--- src/rtl/regdump_pkg.sv ---
// Shared types and default sizing for the run-then-dump register sequencer.
package regdump_pkg;
  localparam int DEF_NUM_REGS = 32;
  localparam int DEF_REG_W    = 5;
  localparam int DEF_DATA_W   = 32;
  localparam int DEF_CYC_W    = 10;

  typedef enum logic [2:0] {
    IDLE,
    CLR,
    RUN,
    DUMP,
    DONE
  } regdump_state_t;
endpackage

--- src/rtl/regdump_cycle_counter.sv ---
// Run-length counter: an up count for reporting plus a loadable down count
// whose compare against one flags the final counted cycle.
module regdump_cycle_counter
  import regdump_pkg::*;
#(
  parameter int CYC_W = DEF_CYC_W
) (
  input  logic             clock,
  input  logic             reset,
  input  logic             load,
  input  logic [CYC_W-1:0] load_val,
  input  logic             clear,
  input  logic             enable,
  output logic [CYC_W-1:0] count,
  output logic             hit,
  output logic             zero
);

  logic [CYC_W-1:0] remaining;

  always_ff @(posedge clock) begin
    if (reset) begin
      count     <= '0;
      remaining <= '0;
    end else begin
      if (clear)
        count <= '0;
      else if (enable)
        count <= count + 1'b1;

      if (load)
        remaining <= load_val;
      else if (enable)
        remaining <= remaining - 1'b1;
    end
  end

  // One cycle left means this enabled cycle brings count up to the loaded value.
  assign hit  = enable && (remaining == CYC_W'(1));
  assign zero = (remaining == '0);

endmodule

--- src/rtl/regdump_sequencer.sv ---
// Resets the processor, runs it for a programmed cycle count, then sweeps the
// register file out over valid/ready. Optional checker under REGDUMP_CHECK_EN.
module regdump_sequencer
  import regdump_pkg::*;
#(
  parameter int NUM_REGS = DEF_NUM_REGS,
  parameter int REG_W    = DEF_REG_W,
  parameter int DATA_W   = DEF_DATA_W,
  parameter int CYC_W    = DEF_CYC_W
) (
  input  logic              clock,
  input  logic              reset,
  input  logic              start,
  input  logic [CYC_W-1:0]  num_cycles,
  input  logic [REG_W-1:0]  proc_rs1,
  output logic [REG_W-1:0]  rs1_out,
  input  logic [DATA_W-1:0] reg_data,
  output logic              cpu_reset,
  output logic              run,
  output logic              test_mode,
  output logic [CYC_W-1:0]  cycle_count,
  output logic              dump_valid,
  input  logic              dump_ready,
  output logic [REG_W-1:0]  dump_idx,
  output logic [DATA_W-1:0] dump_data,
`ifdef REGDUMP_CHECK_EN
  input  logic [DATA_W-1:0] exp_data,
  output logic              mismatch,
  output logic [REG_W:0]    error_count,
`endif
  output logic              done
);

  regdump_state_t state;
  logic           accept;
  logic           xfer;
  logic           last_idx;
  logic           cnt_hit;
  logic           cnt_zero;

  assign accept   = start && ((state == IDLE) || (state == DONE));
  assign xfer     = dump_valid && dump_ready;
  assign last_idx = (dump_idx == REG_W'(NUM_REGS - 1));

  regdump_cycle_counter #(
    .CYC_W(CYC_W)
  ) u_cycle_counter (
    .clock    (clock),
    .reset    (reset),
    .load     (accept),
    .load_val (num_cycles),
    .clear    (accept),
    .enable   (state == RUN),
    .count    (cycle_count),
    .hit      (cnt_hit),
    .zero     (cnt_zero)
  );

  always_ff @(posedge clock) begin
    if (reset) begin
      state      <= IDLE;
      cpu_reset  <= 1'b0;
      run        <= 1'b0;
      test_mode  <= 1'b0;
      dump_valid <= 1'b0;
      dump_idx   <= '0;
      done       <= 1'b0;
    end else begin
      case (state)
        IDLE, DONE: begin
          if (start) begin
            state     <= CLR;
            cpu_reset <= 1'b1;
            done      <= 1'b0;
          end
        end
        CLR: begin
          cpu_reset <= 1'b0;
          if (cnt_zero) begin
            state      <= DUMP;
            test_mode  <= 1'b1;
            dump_valid <= 1'b1;
          end else begin
            state <= RUN;
            run   <= 1'b1;
          end
        end
        RUN: begin
          if (cnt_hit) begin
            state      <= DUMP;
            run        <= 1'b0;
            test_mode  <= 1'b1;
            dump_valid <= 1'b1;
          end
        end
        DUMP: begin
          if (xfer) begin
            if (last_idx) begin
              state      <= DONE;
              dump_idx   <= '0;
              test_mode  <= 1'b0;
              dump_valid <= 1'b0;
              done       <= 1'b1;
            end else begin
              dump_idx <= dump_idx + 1'b1;
            end
          end
        end
        default: state <= IDLE;
      endcase
    end
  end

  // Read port A is borrowed from the processor only while dumping.
  assign rs1_out   = test_mode ? dump_idx : proc_rs1;
  assign dump_data = dump_valid ? reg_data : '0;

`ifdef REGDUMP_CHECK_EN
  logic data_bad;

  assign data_bad = xfer && (exp_data != dump_data);

  always_ff @(posedge clock) begin
    if (reset) begin
      mismatch    <= 1'b0;
      error_count <= '0;
    end else begin
      mismatch <= data_bad;
      if (accept)
        error_count <= '0;
      else if (data_bad)
        error_count <= error_count + 1'b1;
    end
  end
`endif

endmodule

--- config.mk ---
export PLATFORM = sky130hd
export DESIGN_NAME = regdump_sequencer
export DESIGN_NICKNAME = d
export VERILOG_FILES = /design/src/rtl/regdump_pkg.sv /design/src/rtl/regdump_cycle_counter.sv /design/src/rtl/regdump_sequencer.sv
export SDC_FILE = /design/constraint.sdc
export NUM_CORES = 1
export LEC_CHECK = 0
export CORE_UTILIZATION = 38
export DETAILED_ROUTE_END_ITERATION = 6
export PLACE_DENSITY_LB_ADDON = 0.15
export REMOVE_ABC_BUFFERS = 1
export SETUP_SLACK_MARGIN = 0.4
export SYNTH_ARGS = -nofsm -noshare
export SYNTH_HDL_FRONTEND = slang
export SYNTH_SLANG_ARGS = --single-unit
--- constraint.sdc ---
create_clock -name clock -period 2.1 [get_ports clock]
set_input_delay 0.315 -clock clock [delete_from_list [all_inputs] [get_ports clock]]
set_output_delay 0.315 -clock clock [all_outputs]
set_load 0.01 [all_outputs]
==> results.cfg <==
[worst_setup_path]
r2r_start = state[0]$_SDFFE_PP0P_
rr_worst_depth = 4
r2r-end = u_cycle_counter.remaining[7]$_SDFFE_PP0P_
start_kind = flop
end_kind = primary output
critPathTopFamily = buffers and inverters
crit_path_max_incr_delay_ns = 0.50
crit_buf_inv = 1
cp_slowest_cell = clkdlybuf4s50_1
critical_path_peak_fanout = 11
cp_cell_sequence = mux2_1, clkdlybuf4s50_1
worstPathArrival_ns = 1.54
critPathKind = flop to primary output
cp_data_required_time_ns = 1.78
rrSetupSlack_ns = 0.55

[clocking]
htreeDepth = 2
cts-root-buf = clkbuf_8
cts_tree = done
clk_pin_slew_ns = 0.06
clkLatencyLatePin_ns = 0.29
cts.sinks = 32
clock_path_buffers = 2
cts_made_buffers = 5

[logic_synthesis]
async_reset_ff_share_pct = 0
synthFlopType = dfxtp_1
synth_area_um2 = 1850
avgSynthCellArea_um2 = 8.09
ys_seq_elements = 32
ys_types = 38
seq_area_frac_synth_pct = 34.6
synth.yosys.warnings = 0
postSynthCellCount = 229
synth_edf_count = 0

[floorplan]
core_um2 = 4690
initial_utilization_pct = 39.5
die_h_um = 71.8
ioPinCount = 108
rows = 25
dieArea_um2 = 5160
die_w_um = 71.8

[global_route]
grt_pass1_wl_um = 8450
use_met3_pct = 5.63
grt_use_met1_pct = 26.4
grt_max_degree = 19
antenna_found_initial = 0
grt_overflow = 0
grtUsageMet2_pct = 34.2
grt.busiest_layer = met2
grt_pass1_vias = 1811
grt_util_all_layers_pct = 20.8

[sta]
final-setup-viol-count = 0
finalHoldViolCount = 0
fmax_mhz = 538
tightest_slew_ns = 0.453
timing.final.crit_share_pct = 88.5
slew_headroom_pct = 69.5
fin_worst_skew_ns = 0.00875
finalMaxSlewViolations = 0
period_minus_slack_ns = 1.86
fin_setup_tns_ns = 0
rsz0062_at_grt = true

[route]
totalWireLength_um = 5050
viasPerCell = 5.07
drc = 0
wl_per_cell_um = 12.9
drt_iter0_drc = 58
postRouteAntennaNets = 0
first_pass_iters = 4
routed-via-count = 1983

[place]
place.port_buffers = 107
gp_congestion = 0.833
hpwl_um = 4010

[final_layout]
layout-drive-gt1-share_pct = 8.61
area_growth_pct = 68.5
final_common_cell = clkdlybuf4s50_1
fillers = 438
fin_nets = 393
final_cell_mix = clkdlybuf4s50_1 (106), and2_1 (33), dfxtp_1 (28), nor2_1 (23), nand2_1 (18)
antennaDiodeCount = 0

[worst_hold_path]
hp-start = done$_SDFFE_PP0P_
holdPathEnd = done$_SDFFE_PP0P_
whs_path_depth = 2
hp-class = flop to flop

[power_and_ir_drop]
leakage_nw = 1.11
powerDensity_nw_per_um2 = 741
ir_drop_mv = 0.684
total_power_w = 0.00231

[run_status]
outcome = completed

[run]
maxCapViolCount = 0
==> what timing repair did <==
action,4_1_cts,5_1_grt
gates cloned,0,0
endpoints found under the setup margin,45,45
pin swaps,0,0
resized for setup,5,8
setup buffers,0,0
hold buffers,0,0
==> worst min-delay path, stage by stage, from the launching register on <==
cell	delay (ns)
dfxtp_1	0.34
a21oi_1	0.04
nor2_1	0.07
==> routing by layer <==
layer	vias to the layer above	share of wire, %
met5	-	0
met4	0	1.3
met3	6	7.8
met2	74	46
met1	890	45
li1	1013	-
==> Yosys cell counts, types with 4 or more instances <==
| cell | n | area [µm²] |
|---|---|---|
| nor4_1 | 4 | 25.0 |
| xor2_1 | 5 | 43.8 |
| nand3_1 | 8 | 40.0 |
| clkbuf_1 | 8 | 30.0 |
| mux2_1 | 5 | 56.3 |
| o21ai_0 | 6 | 30.0 |
| nor3_1 | 4 | 20.0 |
| xnor2_1 | 9 | 78.8 |
| buf_2 | 5 | 25.0 |
| a211oi_1 | 6 | 45.0 |
| and2_1 | 33 | 206 |
| inv_1 | 5 | 18.8 |
| dfxtp_1 | 32 | 641 |
| nand3b_1 | 4 | 30.0 |
| nor2_1 | 23 | 86.3 |
| nand2_1 | 18 | 67.6 |
| ha_1 | 5 | 62.6 |
| or3_1 | 5 | 31.3 |
| a21oi_1 | 13 | 65.1 |
==> flip-flops by register name, summed over array words and instances, names as in the netlist <==
signal,count
u_cycle_counter.count,10
u_cycle_counter.remaining,10
dump_idx,5
state,3
cpu_reset,1
done,1
dump_valid,1
run,1
==> per-stage QoR <==
step / instances / util (%) / worst slack (ns) / hold WS, ns / instance area [µm²]
6_report: 391 / 66.6 / 0.241 / 0.479 / 3120
4_1_cts: 391 / 65.9 / 0.220 / 0.491 / 3090
5_1_grt: 391 / 66.6 / 0.154 / 0.506 / 3120
3_3_place_gp: 384 / 64.1 / 0.254 / 0.472 / 3010
2_1_floorplan: 214 / - / 0.0899 / 0.380 / 1790
3_5_place_dp: 384 / 64.1 / 0.247 / 0.474 / 3010
==> cells by family (layout without fill, tap and decap cells) <==
group                      count (synthesis)  in the layout  synth area share [%]
muxes                                      6              6                  3.58
DFF                                       32             32                  34.6
AOI/OAI and AO/OA                         37             37                  12.8
buffers and inverters                     20            128                  4.59
adders and majority gates                  5              5                  3.38
xor gates and xnor gates                  14             14                  6.62
and+or+nand+nor                          115            115                  34.4
==> where the power goes <==
| group | leakage, nW | switching [W] | internal (W) | total (W) |
|---|---|---|---|---|
| clock | 0.0410 | 0.000215 | 0.000225 | 0.000439 |
| combinational | 0.801 | 0.000482 | 0.000551 | 0.00103 |
| sequential | 0.263 | 0.000124 | 0.000717 | 0.000842 |
==> how the worst max path moves through the flow <==
| stage | start | to | slack, ns | cells after the start |
|---|---|---|---|---|
| floorplan | state[1]$_SDFFE_PP0P_ | u_cycle_counter.remaining[8]$_SDFFE_PP0P_ | 0.09 | 4 |
| detailed placement | start | u_cycle_counter.count[9]$_SDFFE_PP0P_ | 0.25 | 4 |
| global route | dump_valid$_SDFFE_PP0P_ | dump_data[12] | 0.15 | 3 |
| CTS | dump_valid$_SDFFE_PP0P_ | rs1_out[4] | 0.22 | 2 |
| global placement | start | u_cycle_counter.count[8]$_SDFFE_PP0P_ | 0.25 | 4 |
| finish | dump_valid$_SDFFE_PP0P_ | rs1_out[4] | 0.24 | 2 |
==> final cells by class <==
type	count	area (µm²)	share of cell area, %
Multi-Input combinational cell	177	1160	37.2
Inverter	5	18.8	0.601
Tap cell	54	67.6	2.16
Clock buffer	6	72.6	2.32
Clock inverter	1	5.00	0.160
Timing Repair Buffer	116	1150	36.8
Sequential cell	32	648	20.8
No activity file was read; power rests on OpenSTA's default activity.
